<file path="src/rtl/sw_debounce_if.sv">
// Switch conditioner bus: raw switch levels in, debounced levels and
// per-bit edge pulses out.
interface sw_debounce_if #(
   parameter int WIDTH = 4
) ();
   logic [WIDTH-1:0] sw_i;
   logic [WIDTH-1:0] sw_o;
   logic [WIDTH-1:0] sw_rise;
   logic [WIDTH-1:0] sw_fall;
   logic             sw_chg;

   // Board side: drives the raw switches and consumes the clean levels/pulses.
   modport master (
      output sw_i,
      input  sw_o,
      input  sw_rise,
      input  sw_fall,
      input  sw_chg
   );

   // Debouncer side.
   modport slave (
      input  sw_i,
      output sw_o,
      output sw_rise,
      output sw_fall,
      output sw_chg
   );
endinterface

</file>
<file path="src/rtl/sw_debounce.sv">
// Per-bit switch debouncer: two-flop synchroniser, per-bit stability counter,
// registered clean level and single-cycle rise/fall/change pulses.
module sw_debounce #(
   parameter int               WIDTH           = 4,
   parameter int               DEBOUNCE_CYCLES = 240000,
   parameter logic [WIDTH-1:0] RESET_VAL       = '0
) (
   input logic          clk,
   input logic          rst,
   sw_debounce_if.slave sw_bus
);

   localparam int               CNT_W  = $clog2(DEBOUNCE_CYCLES + 1);
   localparam logic [CNT_W-1:0] CNT_TC = CNT_W'(DEBOUNCE_CYCLES - 1);

   logic [WIDTH-1:0]            s1_q, s1_d;
   logic [WIDTH-1:0]            s2_q, s2_d;
   logic [WIDTH-1:0]            sw_o_q, sw_o_d;
   logic [WIDTH-1:0]            sw_prev_q, sw_prev_d;
   logic [WIDTH-1:0]            rise_q, rise_d;
   logic [WIDTH-1:0]            fall_q, fall_d;
   logic                        chg_q, chg_d;
   logic [WIDTH-1:0][CNT_W-1:0] cnt_q, cnt_d;

   // Synchronise, count consecutive disagreeing cycles per bit, and derive
   // edge pulses from the registered level and its one-cycle-delayed copy.
   always_comb begin
      s1_d      = sw_bus.sw_i;
      s2_d      = s1_q;
      sw_o_d    = sw_o_q;
      cnt_d     = cnt_q;
      sw_prev_d = sw_o_q;
      for (int i = 0; i < WIDTH; i++) begin
         if (s2_q[i] == sw_o_q[i]) begin
            cnt_d[i] = '0;
         end else if (cnt_q[i] == CNT_TC) begin
            sw_o_d[i] = s2_q[i];
            cnt_d[i]  = '0;
         end else begin
            cnt_d[i] = cnt_q[i] + CNT_W'(1);
         end
      end
      // sw_prev_q is loaded with RESET_VAL alongside sw_o_q, so reset never
      // produces a pulse.
      rise_d = sw_o_q & ~sw_prev_q;
      fall_d = ~sw_o_q & sw_prev_q;
      chg_d  = (|rise_d) | (|fall_d);
   end

   // State registers; reset discards any count in progress.
   always_ff @(posedge clk or posedge rst) begin
      if (rst) begin
         s1_q      <= RESET_VAL;
         s2_q      <= RESET_VAL;
         sw_o_q    <= RESET_VAL;
         sw_prev_q <= RESET_VAL;
         rise_q    <= '0;
         fall_q    <= '0;
         chg_q     <= 1'b0;
         cnt_q     <= '0;
      end else begin
         s1_q      <= s1_d;
         s2_q      <= s2_d;
         sw_o_q    <= sw_o_d;
         sw_prev_q <= sw_prev_d;
         rise_q    <= rise_d;
         fall_q    <= fall_d;
         chg_q     <= chg_d;
         cnt_q     <= cnt_d;
      end
   end

   assign sw_bus.sw_o    = sw_o_q;
   assign sw_bus.sw_rise = rise_q;
   assign sw_bus.sw_fall = fall_q;
   assign sw_bus.sw_chg  = chg_q;

endmodule

</file>
<file path="src/flat_wrapper.sv">
// flat-port wrapper written by rule: the top's interface ports become plain ports
module sw_debounce_flat 
#(
   parameter int               WIDTH           = 4,
   parameter int               DEBOUNCE_CYCLES = 240000,
   parameter logic [WIDTH-1:0] RESET_VAL       = '0
)
  (clk, rst, sw_bus_sw_i, sw_bus_sw_o, sw_bus_sw_rise, sw_bus_sw_fall, sw_bus_sw_chg);
  sw_debounce_if #(.WIDTH(WIDTH)) sw_bus_i ();
  input logic clk;
  input logic rst;
  input wire logic [$bits(sw_bus_i.sw_i)-1:0] sw_bus_sw_i;
  output wire logic [$bits(sw_bus_i.sw_o)-1:0] sw_bus_sw_o;
  output wire logic [$bits(sw_bus_i.sw_rise)-1:0] sw_bus_sw_rise;
  output wire logic [$bits(sw_bus_i.sw_fall)-1:0] sw_bus_sw_fall;
  output wire logic [$bits(sw_bus_i.sw_chg)-1:0] sw_bus_sw_chg;
  assign sw_bus_i.sw_i = sw_bus_sw_i;
  assign sw_bus_sw_o = sw_bus_i.sw_o;
  assign sw_bus_sw_rise = sw_bus_i.sw_rise;
  assign sw_bus_sw_fall = sw_bus_i.sw_fall;
  assign sw_bus_sw_chg = sw_bus_i.sw_chg;
  sw_debounce #(.WIDTH(WIDTH), .DEBOUNCE_CYCLES(DEBOUNCE_CYCLES), .RESET_VAL(RESET_VAL)) u_core (.clk(clk), .rst(rst), .sw_bus(sw_bus_i));
endmodule
</file>
<file path="config.mk">
export PLATFORM = sky130hd
export DESIGN_NAME = sw_debounce_flat
export DESIGN_NICKNAME = d
export VERILOG_FILES = /design/src/rtl/sw_debounce_if.sv /design/src/rtl/sw_debounce.sv /design/src/flat_wrapper.sv
export SDC_FILE = /design/constraint.sdc
export NUM_CORES = 1
export LEC_CHECK = 0
export ABC_AREA = 0
export CAP_MARGIN = 15
export CORE_ASPECT_RATIO = 0.5
export CORE_MARGIN = 2
export CORE_UTILIZATION = 43
export CTS_CLUSTER_DIAMETER = 200
export DETAILED_ROUTE_END_ITERATION = 16
export GPL_ROUTABILITY_DRIVEN = 0
export PLACE_DENSITY = 0.65
export SLEW_MARGIN = 20
export SYNTH_ARGS = -nofsm -noshare
export SYNTH_HDL_FRONTEND = slang
export SYNTH_SLANG_ARGS = --single-unit
</file>
<file path="constraint.sdc">
create_clock -name clk -period 8.9 [get_ports clk]
set_input_delay 1.335 -clock clk [delete_from_list [all_inputs] [get_ports clk]]
set_output_delay 1.335 -clock clk [all_outputs]
set_load 0.01 [all_outputs]
</file>
==> flow_summary.json <==
{
  "status": "completed",
  "cts_buffers": 9,
  "initial_core_util_pct": 43.8,
  "hp-class": "reg2reg",
  "cts_sinks": 97,
  "synth_area_leader_cell": "dfrtp_1",
  "path_delay_family": "buffers and inverters",
  "synthToLayoutAreaGrowth_pct": 14.1,
  "swShare_pct": 21.1,
  "drcViolationCount": 0,
  "yosysMostFrequentCell": "dfrtp_1",
  "dp_hpwl_um": 5240,
  "tightestPinTransition_ns": 0.795,
  "clock_skew_ns": 0.00757,
  "first_pass_iters": 4,
  "fin_crit_ns": 2.69,
  "crit_path_top_delay_cell": "clkdlybuf4s50_1",
  "drv_cap": 0,
  "synth_edf_count": 0,
  "fin_nets": 449,
  "min_delay_path_depth": 0,
  "fin_crit_sh_pct": 30.3,
  "post_drt_wl_per_cell_um": 13.4,
  "yosysUniqueCellTypes": 43,
  "grt_pass1_vias": 2803,
  "cts_buffer_depth": 2,
  "yosys_warnings": 0,
  "syn-num-nets": 427,
  "p_clk_share_pct": 45.0,
  "detail-route-antenna-nets": 0,
  "async_reset_ff_share_pct": 100,
  "grt_pass1_wl_um": 13400,
  "slew_headroom_pct": 47.0,
  "reg2reg_depth": 4,
  "cp-end-kind": "primary output",
  "path_cells": "clkdlybuf4s50_1",
  "die-area_um2": 11200,
  "worstSetupStartpointType": "flop",
  "synth_flop_cell": "dfrtp_1",
  "clkLatencyLatePin_ns": 0.34,
  "irDropWorstVdd_v": 0.000106,
  "comb_power_share_pct": 3.0,
  "postSynthCellCount": 417,
  "crit_buf_inv": 1,
  "p_seq_share_pct": 52.0,
  "port_buffers": 18,
  "die_h_um": 75.8,
  "clk_pin_slew_ns": 0.07,
  "critPathArrivalTime_ns": 1.36,
  "p_leak_uw": 0.00206,
  "drive_above_1_share_pct": 8.11,
  "timing.fmax_mhz": 371,
  "rows": 26,
  "switching_power_uw": 184,
  "setup_viol": 0,
  "avgSynthCellArea_um2": 10.6,
  "pin_count": 19,
  "grt_use_total_pct": 15.2,
  "num_antenna_cells": 0,
  "cts_tree": "built",
  "wl_um": 7840,
  "cts_setup_buffers": 0,
  "internal-power_uw": 688,
  "yosysTopAreaCellShare_pct": 54.8,
  "dr_total_vias": 2996,
  "required_ns": 7.57,
  "critPathKind": "reg2out",
  "htreeDepth": 3,
  "rsz0062_at_grt": "no",
  "setup-tns-final_ns": 0,
  "utilization_pct": 50.0,
  "antenna_found_initial": 0,
  "grt_max_degree": 65,
  "drtIter0Drc": 233,
  "yosys-top-cells-count": "dfrtp_1, nor2_1, xnor2_1, nand3_1, nand2_1",
  "power_density_nw_per_um2": 173,
  "ys_top_cells_by_area": "dfrtp_1, xnor2_1, nor2_1",
  "postCtsHoldBufs": 0,
  "crit_path_max_incr_delay_ns": 0.57,
  "cts-resized-gates": 0,
  "slew_violations": 0,
  "core-area_um2": 10100,
  "via_per_inst": 5.13,
  "synth-seq-cells": 97,
  "path_depth": 1,
  "cts-root-buf": "clkbuf_16",
  "critPathMaxFanout": 6,
  "die_w_um": 148,
  "grt-ovfl-total": 0,
  "yosysSeqAreaShare_pct": 54.8,
  "final-hold-violation-count": 0,
  "syn_area_um2": 4430
}
==> layer usage <==
metal	share of wire, %	wire length (um)	track usage [%]	vias to the layer above
li1	-	-	-	1492
met1	49	3850	20.2	1463
met2	47	3680	25.0	35
met4	0.87	68	3.85	0
met3	3.0	235	4.49	6
met5	0	0	0	-
==> metrics by stage <==
step | cells | total power [uW] | area (um2) | worst slack (ns) | hold slack, ns
detailed placement | 568 | 489 | 4750 | 5.94 | 0.343
CTS | 584 | 886 | 5050 | 6.17 | 0.359
floorplan | 417 | 481 | 4430 | 5.03 | 0.331
global placement | 568 | 489 | 4750 | 5.94 | 0.332
finish | 584 | 872 | 5050 | 6.21 | 0.355
global route | 584 | 911 | 5050 | 6.11 | 0.368
==> power groups by stage <==
stage	clock (uW)	sequential (uW)	combinational, uW
detailed placement	0	461	27.8
CTS	405	453	28.1
finish	392	453	26.6
global placement	0	461	27.5
floorplan	0	459	21.4
global route	425	454	32.0
==> placed cells by master (no fill, tap or decap), types with 4 or more instances in the layout <==
master	n
xor2_1	15
nand4_1	16
nand3_1	22
or3_1	6
a21oi_1	11
o21ai_0	5
nand2_1	18
dfrtp_1	97
inv_1	16
mux2_2	4
ha_1	4
clkbuf_16	9
clkdlybuf4s50_1	18
or2_2	4
and3_1	5
o31ai_1	6
xnor2_1	41
nor2_1	70
nor4_1	12
nor3_1	12
or4_1	8
nor2b_1	8
==> area by class of cell <==
type | count | area [um2]
timing repair buffer | 19 | 188
inverter | 17 | 66.3
multi-input combinational | 295 | 1890
tap | 140 | 175
clock buffer | 12 | 256
sequential | 97 | 2430
fill | 917 | 5060
clock inverter | 4 | 51.3
==> kinds of logic after synthesis <==
logic type	synth area share [%]
simple gates	24.7
flops	54.8
xor+xnor	11.1
compound gates	4.52
buf+inv	2.57
mux	1.24
fa+ha+maj	1.13
==> state kept, by name (all words and copies together), names as in the netlist <==
name and cells:
u_core.sw_prev_q 4, u_core.s2_q 4, u_core.s1_q 4, u_core.sw_bus.sw_o 4
u_core.sw_bus.sw_chg 1, u_core.sw_bus.sw_rise 4, u_core.cnt_q 72, u_core.sw_bus.sw_fall 4
==> worst paths after layout <==
kind                                        from          endpoint  slack, ns
min reg2reg                       u_core.s1_q[2]    u_core.s2_q[2]       0.36
min in group asynchronous                    rst  u_core.cnt_q[16]       1.35
min                               u_core.s1_q[2]    u_core.s2_q[2]       0.36
max                        u_core.sw_bus.sw_o[0]    sw_bus_sw_o[0]       6.21
max reg2reg                     u_core.cnt_q[50]  u_core.cnt_q[41]       6.87
max in group asynchronous                    rst  u_core.cnt_q[51]       6.39
Note: power is estimated with default switching activity, not from simulation.
